===== src/rtl/vedic_16x16_seq.sv =====
// vedic_16x16_seq: 16x16 unsigned multiplier time-multiplexing one vedic_8x8 over four cycles

// 2x2 vedic cell: vertical and crosswise products of single bits
module vedic_2x2 (
    input  logic [1:0] a_i,
    input  logic [1:0] b_i,
    output logic [3:0] p_o
);
    logic x0, x1, hh, c;
    assign x0     = a_i[1] & b_i[0];
    assign x1     = a_i[0] & b_i[1];
    assign hh     = a_i[1] & b_i[1];
    assign c      = x0 & x1;
    assign p_o[0] = a_i[0] & b_i[0];
    assign p_o[1] = x0 ^ x1;
    assign p_o[2] = hh ^ c;
    assign p_o[3] = hh & c;
endmodule

// 4x4 vedic multiplier built from four 2x2 cells
module vedic_4x4 (
    input  logic [3:0] a_i,
    input  logic [3:0] b_i,
    output logic [7:0] p_o
);
    logic [3:0] q0, q1, q2, q3;
    logic [4:0] mid;
    vedic_2x2 u_ll (.a_i(a_i[1:0]), .b_i(b_i[1:0]), .p_o(q0));
    vedic_2x2 u_hl (.a_i(a_i[3:2]), .b_i(b_i[1:0]), .p_o(q1));
    vedic_2x2 u_lh (.a_i(a_i[1:0]), .b_i(b_i[3:2]), .p_o(q2));
    vedic_2x2 u_hh (.a_i(a_i[3:2]), .b_i(b_i[3:2]), .p_o(q3));
    assign mid = {1'b0, q1} + {1'b0, q2};
    assign p_o = {4'b0, q0} + {1'b0, mid, 2'b0} + {q3, 4'b0};
endmodule

// 8x8 vedic multiplier built from four 4x4 blocks
module vedic_8x8 (
    input  logic [7:0]  a_i,
    input  logic [7:0]  b_i,
    output logic [15:0] p_o
);
    logic [7:0] q0, q1, q2, q3;
    logic [8:0] mid;
    vedic_4x4 u_ll (.a_i(a_i[3:0]), .b_i(b_i[3:0]), .p_o(q0));
    vedic_4x4 u_hl (.a_i(a_i[7:4]), .b_i(b_i[3:0]), .p_o(q1));
    vedic_4x4 u_lh (.a_i(a_i[3:0]), .b_i(b_i[7:4]), .p_o(q2));
    vedic_4x4 u_hh (.a_i(a_i[7:4]), .b_i(b_i[7:4]), .p_o(q3));
    assign mid = {1'b0, q1} + {1'b0, q2};
    assign p_o = {8'b0, q0} + {3'b0, mid, 4'b0} + {q3, 8'b0};
endmodule

// Sequential 16x16 top: one partial product per MUL cycle into a 32-bit accumulator
module vedic_16x16_seq #(
    parameter bit EARLY_ZERO = 1'b1
) (
    input  logic        clk,
    input  logic        rst,
    input  logic        in_valid,
    output logic        in_ready,
    input  logic [15:0] a,
    input  logic [15:0] b,
    output logic        out_valid,
    input  logic        out_ready,
    output logic [31:0] result,
    output logic        busy
);
    typedef enum logic [1:0] {IDLE = 2'd0, MUL = 2'd1, DONE = 2'd2} state_t;

    state_t      state_q, state_d;
    logic [15:0] a_q, b_q;
    logic [31:0] acc_q, acc_d;
    logic [1:0]  step_q;
    logic [7:0]  op_a, op_b;
    logic [15:0] pp;
    logic [31:0] pp_sh;
    logic        accept, zero_hit;

    // step bit 0 selects the high byte of a, bit 1 the high byte of b
    assign op_a = step_q[0] ? a_q[15:8] : a_q[7:0];
    assign op_b = step_q[1] ? b_q[15:8] : b_q[7:0];

    vedic_8x8 u_mul (.a_i(op_a), .b_i(op_b), .p_o(pp));

    assign accept   = in_valid && in_ready;
    assign zero_hit = EARLY_ZERO && (step_q == 2'd0) && (a_q == 16'd0 || b_q == 16'd0);
    assign pp_sh    = (step_q == 2'd3) ? {pp, 16'b0} : (step_q == 2'd0) ? {16'b0, pp} : {8'b0, pp, 8'b0};
    assign acc_d    = zero_hit ? 32'd0 : acc_q + pp_sh;

    // state register
    always_ff @(posedge clk) begin
        if (rst) state_q <= IDLE;
        else     state_q <= state_d;
    end

    // next-state: accept starts MUL, step 3 or an early zero finishes, consume returns to IDLE
    always_comb begin
        state_d = state_q;
        case (state_q)
            IDLE:    state_d = accept ? MUL : IDLE;
            MUL:     state_d = (zero_hit || step_q == 2'd3) ? DONE : MUL;
            DONE:    state_d = accept ? MUL : (out_ready ? IDLE : DONE);
            default: state_d = IDLE;
        endcase
    end

    // outputs decoded from registered state; in_ready also looks at out_ready for back-to-back
    always_comb begin
        in_ready  = !rst && (state_q == IDLE || (state_q == DONE && out_ready));
        out_valid = (state_q == DONE);
        busy      = (state_q == MUL);
        result    = acc_q;
    end

    // operand latch, accumulator and step counter
    always_ff @(posedge clk) begin
        if (rst) begin
            a_q    <= '0;
            b_q    <= '0;
            acc_q  <= '0;
            step_q <= '0;
        end else if (accept) begin
            a_q    <= a;
            b_q    <= b;
            acc_q  <= '0;
            step_q <= '0;
        end else if (state_q == MUL) begin
            acc_q  <= acc_d;
            step_q <= step_q + 2'd1;
        end
    end
endmodule

===== config.mk =====
export PLATFORM = sky130hd
export DESIGN_NAME = vedic_16x16_seq
export DESIGN_NICKNAME = d
export VERILOG_FILES = /design/src/rtl/vedic_16x16_seq.sv
export SDC_FILE = /design/constraint.sdc
export NUM_CORES = 1
export LEC_CHECK = 0
export ABC_AREA = 1
export ABC_CLOCK_PERIOD_IN_PS = 9570
export CELL_PAD_IN_SITES_DETAIL_PLACEMENT = 1
export CELL_PAD_IN_SITES_GLOBAL_PLACEMENT = 2
export CORE_UTILIZATION = 33
export DETAILED_ROUTE_END_ITERATION = 7
export PLACE_DENSITY = 0.8
export RECOVER_POWER = 25
export SLEW_MARGIN = 0
export SYNTH_ARGS = -nofsm -noshare
export SYNTH_HDL_FRONTEND = slang
export SYNTH_SLANG_ARGS = --single-unit

===== constraint.sdc =====
create_clock -name clk -period 9.57 [get_ports clk]
set_clock_uncertainty 0.15 [all_clocks]
set_input_delay 1.914 -clock clk [delete_from_list [all_inputs] [get_ports clk]]
set_output_delay 1.914 -clock clk [all_outputs]
set_load 0.005 [all_outputs]

==> key figures, run 1 <==
Logic synthesis
  – Cell Area, Synth: ~7700 µm²
  – Ys async rst share: 0%
  – Post-synth top flop: dfxtp_1
  – Seq/Total Area, Yosys: 17.7%
  – Seq cells post-synth: a little under 70
  – Gate Count Post-Synth: 1155
  – Mean post-synth cell area: 6.65 µm²
  – Syn Nets: 1322
  – Post-synth cell types: 48
  – Synth warn: 0
  – Post-synth EDFFs: 0

Timing
  – Final Max Slew Viols: 0
  – Achievable Freq: roughly 120 MHz
  – Setup TNS Final: 0 ns
  – Slew @ Worst Pin: 1.12 ns
  – Slew headroom: between 20 and 25%
  – RSZ-0062 raised after global routing: false
  – Hold WS: 0.335 ns
  – Part of the cycle the worst path needs: 84.0%
  – Minimum clock period after layout: 8.04 ns
  – Final Hold Viols: 0
  – Final setup violation count: 0

Floorplanning
  – Core Area: around 23000 µm²
  – Die area: roughly 24000 µm²
  – Num rows: 55
  – # IOs: between 70 and 80
  – Initial Util: between 30% and 40%
  – Die W: between 150 and 200 µm
  – Die Ht: 155 µm

GRT
  – Largest net degree at the start of global routing: 51
  – First-pass GRT wire length: 40500 µm
  – Vias in the first global route: slightly above 8000
  – Initial antenna violation count: 0
  – Total track usage: ~21%
  – Grt ovf: 0

Clocking
  – Worst-Skew Late Latency: 0.35 ns
  – CTS tree: yes
  – Longest Clk Path Bufs: 2
  – Post CTS Setup Buffer Count: 0
  – Root Buffer: clkbuf_16
  – Max H-tree Level: 3
  – Clock-pin slew on the worst setup and hold paths: 0.06 ns
  – CTS buffer count: 9
  – Clk sinks: between 60 and 70
  – Post-cts sizing count: 0
  – CTS Hold Buffers Added: 0

Run
  – Max_cap viols: 0

Hold path
  – Hold/Removal Path Class: register to register
  – Worst hold start: b_q[0]$_SDFFE_PP0P_

Placement
  – Dpl hpwl: about 20000 µm
  – Port Buffers: 70
  – Final GP Congestion: between 0.8 and 0.9

Drt
  – Pre-antenna DRT Iters: 4
  – Via density: 5.07
  – Remaining antenna violation count after routing: 0
  – # DRC: 0
  – DR vias: around 7600
  – WL/cell: approximately 16 µm
  – DRT iter0 DRCs: ~230
  – Routed WL: ~24000 µm

Worst setup path
  – Cells on worst reg2reg path: 38
  – CP startpoint: step_q[1]$_SDFFE_PP0P_
  – Most frequent cell on the critical path: a21oi_1
  – Flop2flop setup slack: about 1.5 ns
  – End point of the critical path: result[23]$_SDFFE_PP0P_
  – CP Data Required Time: between 9 and 10 ns
  – Critical path capture point type: register
  – Startpoint Class: register
  – Worst Path Max Fanout: 19
  – CP arrival: between 8 and 9 ns
  – Crit Reg-Reg Startpoint: step_q[1]$_SDFFE_PP0P_
  – Max stage delay on crit path: 0.71 ns
  – Slowest CP cell: dfxtp_1
  – FF-to-FF End: result[23]$_SDFFE_PP0P_
  – Critical path class: register to register

Finish
  – Most common cell after layout, fill and taps aside: nand2_1
  – FF/Latch Area: 1360 µm²
  – Share of cells above drive strength 1: under 10%
  – Area delta synth->final: 17.1%
  – Most frequent cells in the layout: nand2_1, nor2_1, inv_1
  – Fin nets: roughly 1400
  – Ant diodes: 0
  – Area of the multi-input gates: ~5700 µm²
  – Fill count: around 2900

Power
  – Pwr dens: 135 nW/µm²
  – Static Leak: between 4 and 5 nW
  – Maximum VDD drop: 0.0000771 V

Run status
  – Status: finished, final reports clean
[report_power, final]
| group | switching [W] | internal (W) | leakage [nW] | total, W |
|---|---|---|---|---|
| registers | 0.0000215 | 0.000306 | 0.554 | 0.000327 |
| clock network | 0.000143 | 0.000238 | 0.163 | 0.000380 |
| logic | 0.000334 | 0.000172 | 3.68 | 0.000506 |
[final cells by class]
cell class                      instances  area share (%)
Multi-Input combinational cell        929            63.6
Inverter                              130            5.43
Sequential cell                        68            15.1
Clock inverter                          6            1.06
Timing Repair Buffer                   74            8.13
Tap cell                              285            3.97
Clock buffer                           10            2.66
[stage by stage]
| step | cell area, µm² | util [%] | setup WS, ns | power, W | instances |
|---|---|---|---|---|---|
| 2_1_floorplan | 7680 | - | 2.65 | 0.000677 | 1155 |
| 3_3_place_gp | 8660 | 38.1 | 1.74 | 0.000837 | 1486 |
| 3_5_place_dp | 8660 | 38.1 | 1.57 | 0.000845 | 1486 |
| 4_1_cts | 8990 | 39.6 | 1.53 | 0.00124 | 1502 |
| 5_1_grt | 8990 | 39.6 | 0.738 | 0.00130 | 1502 |
| 6_report | 8990 | 39.6 | 1.53 | 0.00121 | 1502 |
[state kept, by name, summed over array words and instances, names as in the netlist]
| signal | count |
|---|---|
| b_q | 16 |
| a_q | 16 |
| step_q | 2 |
| state_q | 2 |
| result | 32 |
[metal layers]
layer	vias to the layer above	GRT usage (%)	part of all wire, %
met2	94	40.2	50
met3	33	2.63	1.8
met5	-	0	0
li1	3957	-	-
met1	3534	25.3	46
met4	0	6.51	2.4
[cells by family (layout without fill, tap and decap cells)]
family / after synthesis / in the layout / synth area share (%)
simple gates: 561 / 561 / 32.4
compound gates: 193 / 193 / 14.3
buf+inv: 158 / 220 / 7.93
fa+ha+maj: 131 / 131 / 22.5
flops: 68 / 68 / 17.7
xor+xnor: 44 / 44 / 5.12
[synth_stat cells (9+ instances only)]
library cell  count  area [µm²]
nand2_1         242         908
nor2_1          147         552
inv_1           121         454
ha_1            119        1490
nand3_1          98         490
a21oi_1          89         445
dfxtp_1          68        1360
o21ai_0          36         180
xor2_1           31         272
o21ai_1          21         105
clkbuf_1         19        71.3
nand2_2          18         113
o22ai_1          16         100
fa_1             12         240
xnor2_1          12         105
nand4_1          10        62.6
a21oi_2           9        78.8
nor4_1            9        56.3
[how the worst min path moves through the flow]
stage,end,slack [ns],cells after the start
2_1_floorplan,a_q[3]$_SDFFE_PP0P_,0.31,2
3_3_place_gp,b_q[1]$_SDFFE_PP0P_,0.33,2
3_5_place_dp,b_q[2]$_SDFFE_PP0P_,0.33,2
4_1_cts,b_q[2]$_SDFFE_PP0P_,0.34,2
5_1_grt,a_q[0]$_SDFFE_PP0P_,0.36,2
6_report,b_q[0]$_SDFFE_PP0P_,0.33,2
[worst max-delay path, delay by kind of cell, from the launching register on]
kind / cells / cell delay [ns]
compound gates: 15 / 2.77
flops: 1 / 0.71
xor+xnor: 3 / 0.61
fa+ha+maj: 7 / 2.26
buf+inv: 4 / 0.25
simple gates: 9 / 1.19
Note: power is estimated with default switching activity, not from simulation.
==> inputs of run 2 (changes only) <==
--- a/config.mk
+++ b/config.mk
@@ -6,12 +6,12 @@
 export NUM_CORES = 1
 export LEC_CHECK = 0
 export ABC_AREA = 1
-export ABC_CLOCK_PERIOD_IN_PS = 9570
+export ABC_CLOCK_PERIOD_IN_PS = 6500
 export CELL_PAD_IN_SITES_DETAIL_PLACEMENT = 1
 export CELL_PAD_IN_SITES_GLOBAL_PLACEMENT = 2
-export CORE_UTILIZATION = 33
+export CORE_UTILIZATION = 30
 export DETAILED_ROUTE_END_ITERATION = 7
-export PLACE_DENSITY = 0.8
+export PLACE_DENSITY = 0.77
 export RECOVER_POWER = 25
 export SLEW_MARGIN = 0
 export SYNTH_ARGS = -nofsm -noshare
==> constraint.sdc (replaced) <==
create_clock -name clk -period 6.5 [get_ports clk]
set_clock_uncertainty 0.15 [all_clocks]
set_input_delay 1.3 -clock clk [delete_from_list [all_inputs] [get_ports clk]]
set_output_delay 1.3 -clock clk [all_outputs]
set_load 0.005 [all_outputs]
==> run 2 against run 1 <==
Against the previous run:
- the run now ends with negative setup slack left
- design area up 36%
- core utilization up 9.0 points
- final cell count up 18%
- sequential share of layout area down 4.0 points
- total power up 91%
- sequential power up 47%
- critical path type unchanged
==> key figures, run 2 (same netlist as run 1, synthesis figures left out) <==
GRT
  – Total track usage: 22.8% (+1.4 points)
  – First-pass GRT wire length: 47200 µm (+17%)
  – Largest net degree at the start of global routing: 51 (unchanged)
  – Grt ovf: 0 (unchanged)
  – Initial antenna violation count: 0 (unchanged)
  – Vias in the first global route: 9424 (+16%)

Worst setup path
  – Startpoint Class: register
  – Crit Reg-Reg Startpoint: step_q[0]$_SDFFE_PP0P_
  – Cells on worst reg2reg path: 37 (-2.6%)
  – FF-to-FF End: result[26]$_SDFFE_PP0P_
  – Critical path capture point type: register
  – CP arrival: 6.99 ns (-1.15 ns)
  – Worst Path Max Fanout: 7 (-12)
  – CP Data Required Time: 6.53 ns (-3.15 ns)
  – Slowest CP cell: fa_1
  – Critical path class: register to register
  – Max stage delay on crit path: 0.57 ns (-0.14 ns)
  – Buf+Inv Stages, Crit Path: 9 (+5)
  – Flop2flop setup slack: -0.46 ns (-2.00 ns)
  – Most frequent cell on the critical path: nand2_1
  – Top Family by Delay on Critical Path: adder cells

Clocking
  – CTS tree: yes
  – Root Buffer: clkbuf_16
  – Clock-pin slew on the worst setup and hold paths: 0.06 ns (about the same)
  – Longest Clk Path Bufs: 2 (unchanged)
  – Clk sinks: 68 (unchanged)
  – Max H-tree Level: 3 (unchanged)
  – Worst-Skew Late Latency: 0.35 ns (about the same)
  – CTS buffer count: 9 (unchanged)
  – CTS Hold Buffers Added: 0 (unchanged)

Finish
  – Most frequent cells in the layout: nand2_1, buf_4, nor2_1
  – Max FFs per register: 32 (unchanged)
  – Fill count: 3084 (+4.7%)
  – Post-layout util: 48.6% (+9.0 points)
  – Fin nets: 1601 (+16%)
  – Most common cell after layout, fill and taps aside: nand2_1
  – Area delta synth->final: 59.3%
  – Share of cells above drive strength 1: 36.9% (+30 points)
  – Ant diodes: 0 (unchanged)

Drt
  – Pre-antenna DRT Iters: 4 (unchanged)
  – WL/cell: 17.3 µm (+7.1%)
  – Routed WL: 30600 µm (+26%)
  – Via density: 5.07 (-0.10%)
  – DR vias: 8958 (+18%)
  – Remaining antenna violation count after routing: 0 (unchanged)
  – # DRC: 0 (unchanged)
  – DRT iter0 DRCs: 288 (+25%)

Floorplanning
  – Die area: 26200 µm² (+9.9%)
  – Core Area: 25200 µm² (+11%)
  – Num rows: 58 (+5.5%)
  – # IOs: 71 (unchanged)
  – Die Ht: 162 µm (+4.8%)
  – Initial Util: 30.5% (-3.3 points)
  – Die W: 162 µm (+4.8%)

Timing
  – Slew @ Worst Pin: 1.21 ns (+0.0849 ns)
  – Achievable Freq: 144 MHz (+15%)
  – Hold WS: 0.347 ns (+0.0125 ns)
  – Final Max Slew Viols: 0 (unchanged)
  – Final setup violation count: 20 (+20)
  – Final worst slack: -0.464 ns (-2.00 ns)
  – Slew headroom: 19.2% (-5.7 points)
  – RSZ-0062 raised after global routing: true
  – Final Hold Viols: 0 (unchanged)
  – Minimum clock period after layout: 6.96 ns (-1.07 ns)
  – Part of the cycle the worst path needs: 107% (+23 points)

Hold path
  – Worst Hold End: result[0]$_SDFFE_PP0P_
  – Worst hold start: result[0]$_SDFFE_PP0P_
  – Worst hold path stage count: 2 (unchanged)
  – Hold/Removal Path Class: register to register

Power
  – Maximum VDD drop: 0.000111 V (+44%)
  – Total design power: 0.00231 W (+91%)
  – Static Leak: 5.69 nW (+29%)
  – Pwr dens: 189 nW/µm² (+40%)

Placement
  – Dpl hpwl: 22400 µm (+11%)
  – Port Buffers: 70 (unchanged)
  – Final GP Congestion: 0.858 (-2.7%)

Run status
  – Failing checks: negative setup slack
  – Status: finished with violations

Run
  – Max_cap viols: 0 (unchanged)
==> run 2: changes by cell type in the layout (fill, tap and decap cells not counted), moves of 19 or more <==
cell,before,now
nor2_1,147,103
a21oi_1,89,55
clkdlybuf4s50_1,45,70
buf_4,4,205
nor2_4,0,19
nand2_1,241,214
nor2_2,4,29
inv_1,121,97
ha_1,119,88
a21oi_2,9,32
ha_4,0,27
inv_2,8,31
dlygate4sd3_1,25,0
==> run 2: how the worst max path moves through the flow <==
stage | from | slack, ns | end | cells after the start
2_1_floorplan | step_q[1]$_SDFFE_PP0P_ | 0.006 | result[19]$_SDFFE_PP0P_ | 34
3_3_place_gp | step_q[1]$_SDFFE_PP0P_ | -0.70 | result[19]$_SDFFE_PP0P_ | 34
3_5_place_dp | step_q[1]$_SDFFE_PP0P_ | -0.88 | result[19]$_SDFFE_PP0P_ | 37
4_1_cts | step_q[0]$_SDFFE_PP0P_ | -0.25 | result[30]$_SDFFE_PP0P_ | 44
5_1_grt | step_q[0]$_SDFFE_PP0P_ | -0.75 | result[26]$_SDFFE_PP0P_ | 40
6_report | step_q[0]$_SDFFE_PP0P_ | -0.46 | result[26]$_SDFFE_PP0P_ | 37
==> run 2: final cells by class <==
class / count / area (µm²) / share of cell area (%)
timing repair buffer: 296 / 2510 / 20.6
sequential: 68 / 1370 / 11.2
clock buffer: 9 / 225 / 1.84
multi-input combinational: 929 / 7130 / 58.3
clock inverter: 6 / 90.1 / 0.737
inverter: 130 / 490 / 4.01
tap: 330 / 413 / 3.38
==> run 2: metrics by stage <==
| step | setup TNS [ns] | cell area (µm²) | instances | setup slack [ns] |
|---|---|---|---|---|
| after global routing | -12.39 | 12200 | 1768 | -0.745 |
| final | -6.20 | 12200 | 1768 | -0.464 |
| after detailed placement | -13.58 | 10200 | 1709 | -0.880 |
| after global placement | -9.81 | 10200 | 1709 | -0.703 |
| after CTS | -2.81 | 11700 | 1756 | -0.246 |
| after floorplan | 0 | 7800 | 1155 | 0.00600 |
==> run 2: what timing repair did <==
action | in CTS | in global routing
gates resized for setup | 208 | 104
setup endpoints to repair | 22 | 22
pin swaps | 79 | 55
buffers inserted | 34 | 12
cloned | 1 | 0
==> run 2: worst min-delay path, cell delays in order (launching register included) <==
cell     delay, ns
dfxtp_1       0.33
nand2_1       0.07
a21oi_1       0.05
==> run 2: layer usage <==
metal	up-vias	global-route usage [%]	wire (µm)	part of all wire (%)
li1	4396	-	-	-
met1	4357	26.7	12900	42
met2	153	42.4	15900	52
met3	52	3.04	932	3.0
met4	0	7.85	880	2.9
met5	-	0	0	0
==> run 2: power by group <==
group	internal (W)	switching, W	total (W)
Combinational	0.000570	0.000706	0.00128
Sequential	0.000450	0.0000318	0.000482
Clock	0.000335	0.000220	0.000555
Total	0.00136	0.000958	0.00231
==> inputs of run 3 (changes only) <==
--- a/config.mk
+++ b/config.mk
@@ -7,6 +7,7 @@
 export LEC_CHECK = 0
 export ABC_AREA = 1
 export ABC_CLOCK_PERIOD_IN_PS = 6500
+export CAP_MARGIN = 25
 export CELL_PAD_IN_SITES_DETAIL_PLACEMENT = 1
 export CELL_PAD_IN_SITES_GLOBAL_PLACEMENT = 2
 export CORE_UTILIZATION = 30
==> run 3 against run 2 <==
Against the previous run:
- highest routed layer unchanged
- total power increased by 3.5%
- routed wire length up 5.2%
- fmax increased by 1.3%
- worst setup slack gained 0.090 ns
- hold slack worse by 0.0032 ns
- critical path depth rose by 5
- flip-flop and latch count unchanged
- the run still ends with negative setup slack left
- final cell count up 0.51%
- count of clock-buffer cells in the layout stayed put
- core utilization increased by 1.1 points
==> key figures, run 3 (same netlist as run 1, synthesis figures left out) <==
Power
  – Static Leak: 5.82 nW (+2.2%)
  – Pwr dens: 191 nW/µm² (+1.2%)
  – Maximum VDD drop: 0.000119 V (+7.1%)
  – Total design power: 0.00239 W (+3.5%)

Clocking
  – Clk sinks: 68 (unchanged)
  – Worst-Skew Late Latency: 0.35 ns (about the same)
  – CTS tree: yes
  – Root Buffer: clkbuf_16
  – CTS Hold Buffers Added: 0 (unchanged)
  – CTS buffer count: 9 (unchanged)
  – Max H-tree Level: 3 (unchanged)
  – Clock-pin slew on the worst setup and hold paths: 0.06 ns (about the same)
  – Longest Clk Path Bufs: 2 (unchanged)

Drt
  – WL/cell: 18.1 µm (+4.7%)
  – Routed WL: 32200 µm (+5.2%)
  – # DRC: 0 (unchanged)
  – DRT iter0 DRCs: 271 (-5.9%)
  – DR vias: 9094 (+1.5%)
  – Remaining antenna violation count after routing: 0 (unchanged)
  – Via density: 5.12 (+1.0%)
  – Pre-antenna DRT Iters: 6 (+2)

Finish
  – Fin area: 12500 µm² (+2.2%)
  – Most common cell after layout, fill and taps aside: nand2_1
  – Post-layout util: 49.7% (+1.1 points)
  – Max FFs per register: 32 (unchanged)
  – Ant diodes: 0 (unchanged)
  – FF/Latch Area: 1370 µm² (unchanged)
  – Fin nets: 1610 (+0.56%)
  – Fill count: 3065 (-0.62%)
  – Area delta synth->final: 62.8%
  – Share of cells above drive strength 1: 39.0% (+2.1 points)
  – Area of the multi-input gates: 7280 µm² (+2.2%)
  – Non-filler cells, final: 1777 (+0.51%)
  – Most frequent cells in the layout: nand2_1, buf_4, nor2_1

Placement
  – Post-DP Area: 10200 µm² (+0.20%)
  – Final GP Congestion: 0.858 (unchanged)
  – Placed insts: 1710 (+0.059%)
  – Dpl hpwl: 22600 µm (+0.96%)
  – Port Buffers: 70 (unchanged)

Worst setup path
  – Critical path capture point type: register
  – Cells on worst reg2reg path: 42 (+14%)
  – CP Data Required Time: 6.63 ns (+0.10 ns)
  – Most frequent cell on the critical path: xor2_1
  – Max stage delay on crit path: 0.38 ns (-0.19 ns)
  – End point of the critical path: result[24]$_SDFFE_PP0P_
  – Crit Reg-Reg Startpoint: step_q[0]$_SDFFE_PP0P_
  – Worst Path Max Fanout: 6 (-1)
  – FF-to-FF End: result[24]$_SDFFE_PP0P_
  – CP startpoint: step_q[0]$_SDFFE_PP0P_
  – Buf+Inv Stages, Crit Path: 9 (unchanged)
  – Slowest CP cell: ha_4
  – Critical path class: register to register
  – CP Depth: 42 (+14%)
  – Top Family by Delay on Critical Path: adder cells
  – Flop2flop setup slack: -0.37 ns (+0.09 ns)
  – CP arrival: 7.01 ns (+0.02 ns)
  – Startpoint Class: register

Timing
  – Final worst slack: -0.374 ns (+0.0898 ns)
  – RSZ-0062 raised after global routing: true
  – Final setup violation count: 18 (-10%)
  – Final Max Slew Viols: 0 (unchanged)
  – Part of the cycle the worst path needs: 106% (-1.4 points)
  – Achievable Freq: 145 MHz (+1.3%)
  – Final Hold Viols: 0 (unchanged)
  – Slew headroom: 28.0% (+8.7 points)
  – Minimum clock period after layout: 6.87 ns (-0.0898 ns)
  – Slew @ Worst Pin: 1.08 ns (-0.128 ns)

GRT
  – Vias in the first global route: 9682 (+2.7%)
  – Total track usage: 23.8% (+0.91 points)
  – First-pass GRT wire length: 48800 µm (+3.5%)
  – Largest net degree at the start of global routing: 35 (-31%)
  – Initial antenna violation count: 0 (unchanged)
  – Grt ovf: 0 (unchanged)

Run
  – Max_cap viols: 0 (unchanged)

Floorplanning
  – Die W: 162 µm (unchanged)
  – Die area: 26200 µm² (unchanged)
  – # IOs: 71 (unchanged)
  – Initial Util: 30.5% (unchanged)
  – Die Ht: 162 µm (unchanged)
  – Num rows: 58 (unchanged)
  – Core Area: 25200 µm² (unchanged)

Run status
  – Status: finished with violations
  – Failing checks: negative setup slack

Hold path
  – Hold/Removal Path Class: register to register
run 3: changes by cell type in the layout (fill, tap and decap cells not counted), moves of 6 or more:
cell | before | now
nand3_2 | 11 | 17
a21oi_2 | 32 | 39
nand2_1 | 214 | 205
clkdlybuf4s50_1 | 70 | 51
nand3_1 | 93 | 86
buf_6 | 17 | 29
dlygate4sd3_1 | 0 | 19
run 3: timing repair:
action                                  CTS  global route
pin swaps                               105           109
endpoints found under the setup margin   22            22
buffers inserted                         40            19
gates resized for setup                 248           108
gates cloned                              1             0
run 3: area by class of cell:
class                           count  share of cell area, %
Clock inverter                      6                  0.720
Clock buffer                        9                   1.80
Inverter                          130                   3.94
Sequential cell                    68                   10.9
Timing Repair Buffer              305                   21.0
Multi-Input combinational cell    929                   58.2
Tap cell                          330                   3.30
run 3: worst min-delay path by stage:
stage                                start  slack, ns  cells past startpoint                endpoint
finish              result[7]$_SDFFE_PP0P_       0.34                      2  result[7]$_SDFFE_PP0P_
global route        result[8]$_SDFFE_PP0P_       0.37                      2  result[8]$_SDFFE_PP0P_
CTS                 result[7]$_SDFFE_PP0P_       0.35                      2  result[7]$_SDFFE_PP0P_
detailed placement  result[7]$_SDFFE_PP0P_       0.34                      2  result[7]$_SDFFE_PP0P_
global placement    result[0]$_SDFFE_PP0P_       0.33                      2  result[0]$_SDFFE_PP0P_
floorplan              a_q[0]$_SDFFE_PP0P_       0.31                      2     a_q[0]$_SDFFE_PP0P_
run 3: metrics by stage:
stage                     worst slack, ns  hold slack (ns)  setup TNS [ns]
final                              -0.374            0.344           -4.42
after global routing               -0.657            0.370          -10.56
after CTS                          -0.242            0.352           -2.33
after detailed placement           -0.865            0.341          -12.91
after global placement             -0.703            0.334           -9.81
after floorplan                   0.00600            0.309               0
run 3: worst reg2reg max path: cells and delay by family, from the launching register on:
kind	cells	cell delay [ns]
flops	1	0.37
buf+inv	9	1.17
xor+xnor	5	0.74
simple gates	15	1.45
fa+ha+maj	7	2.08
compound gates	6	0.84
run 3: routing by layer:
layer,part of all wire [%],up-vias,routed length (µm),track usage (%)
met5,0,-,0,0
met4,3.0,0,963,7.76
met3,2.8,62,911,2.83
met2,52,190,16900,44.2
met1,42,4427,13500,28.0
li1,-,4415,-,-
run 3: power by group:
group	internal, W	total, W	switching [W]
combinational	0.000601	0.00136	0.000757
clock	0.000335	0.000555	0.000220
sequential	0.000450	0.000481	0.0000310
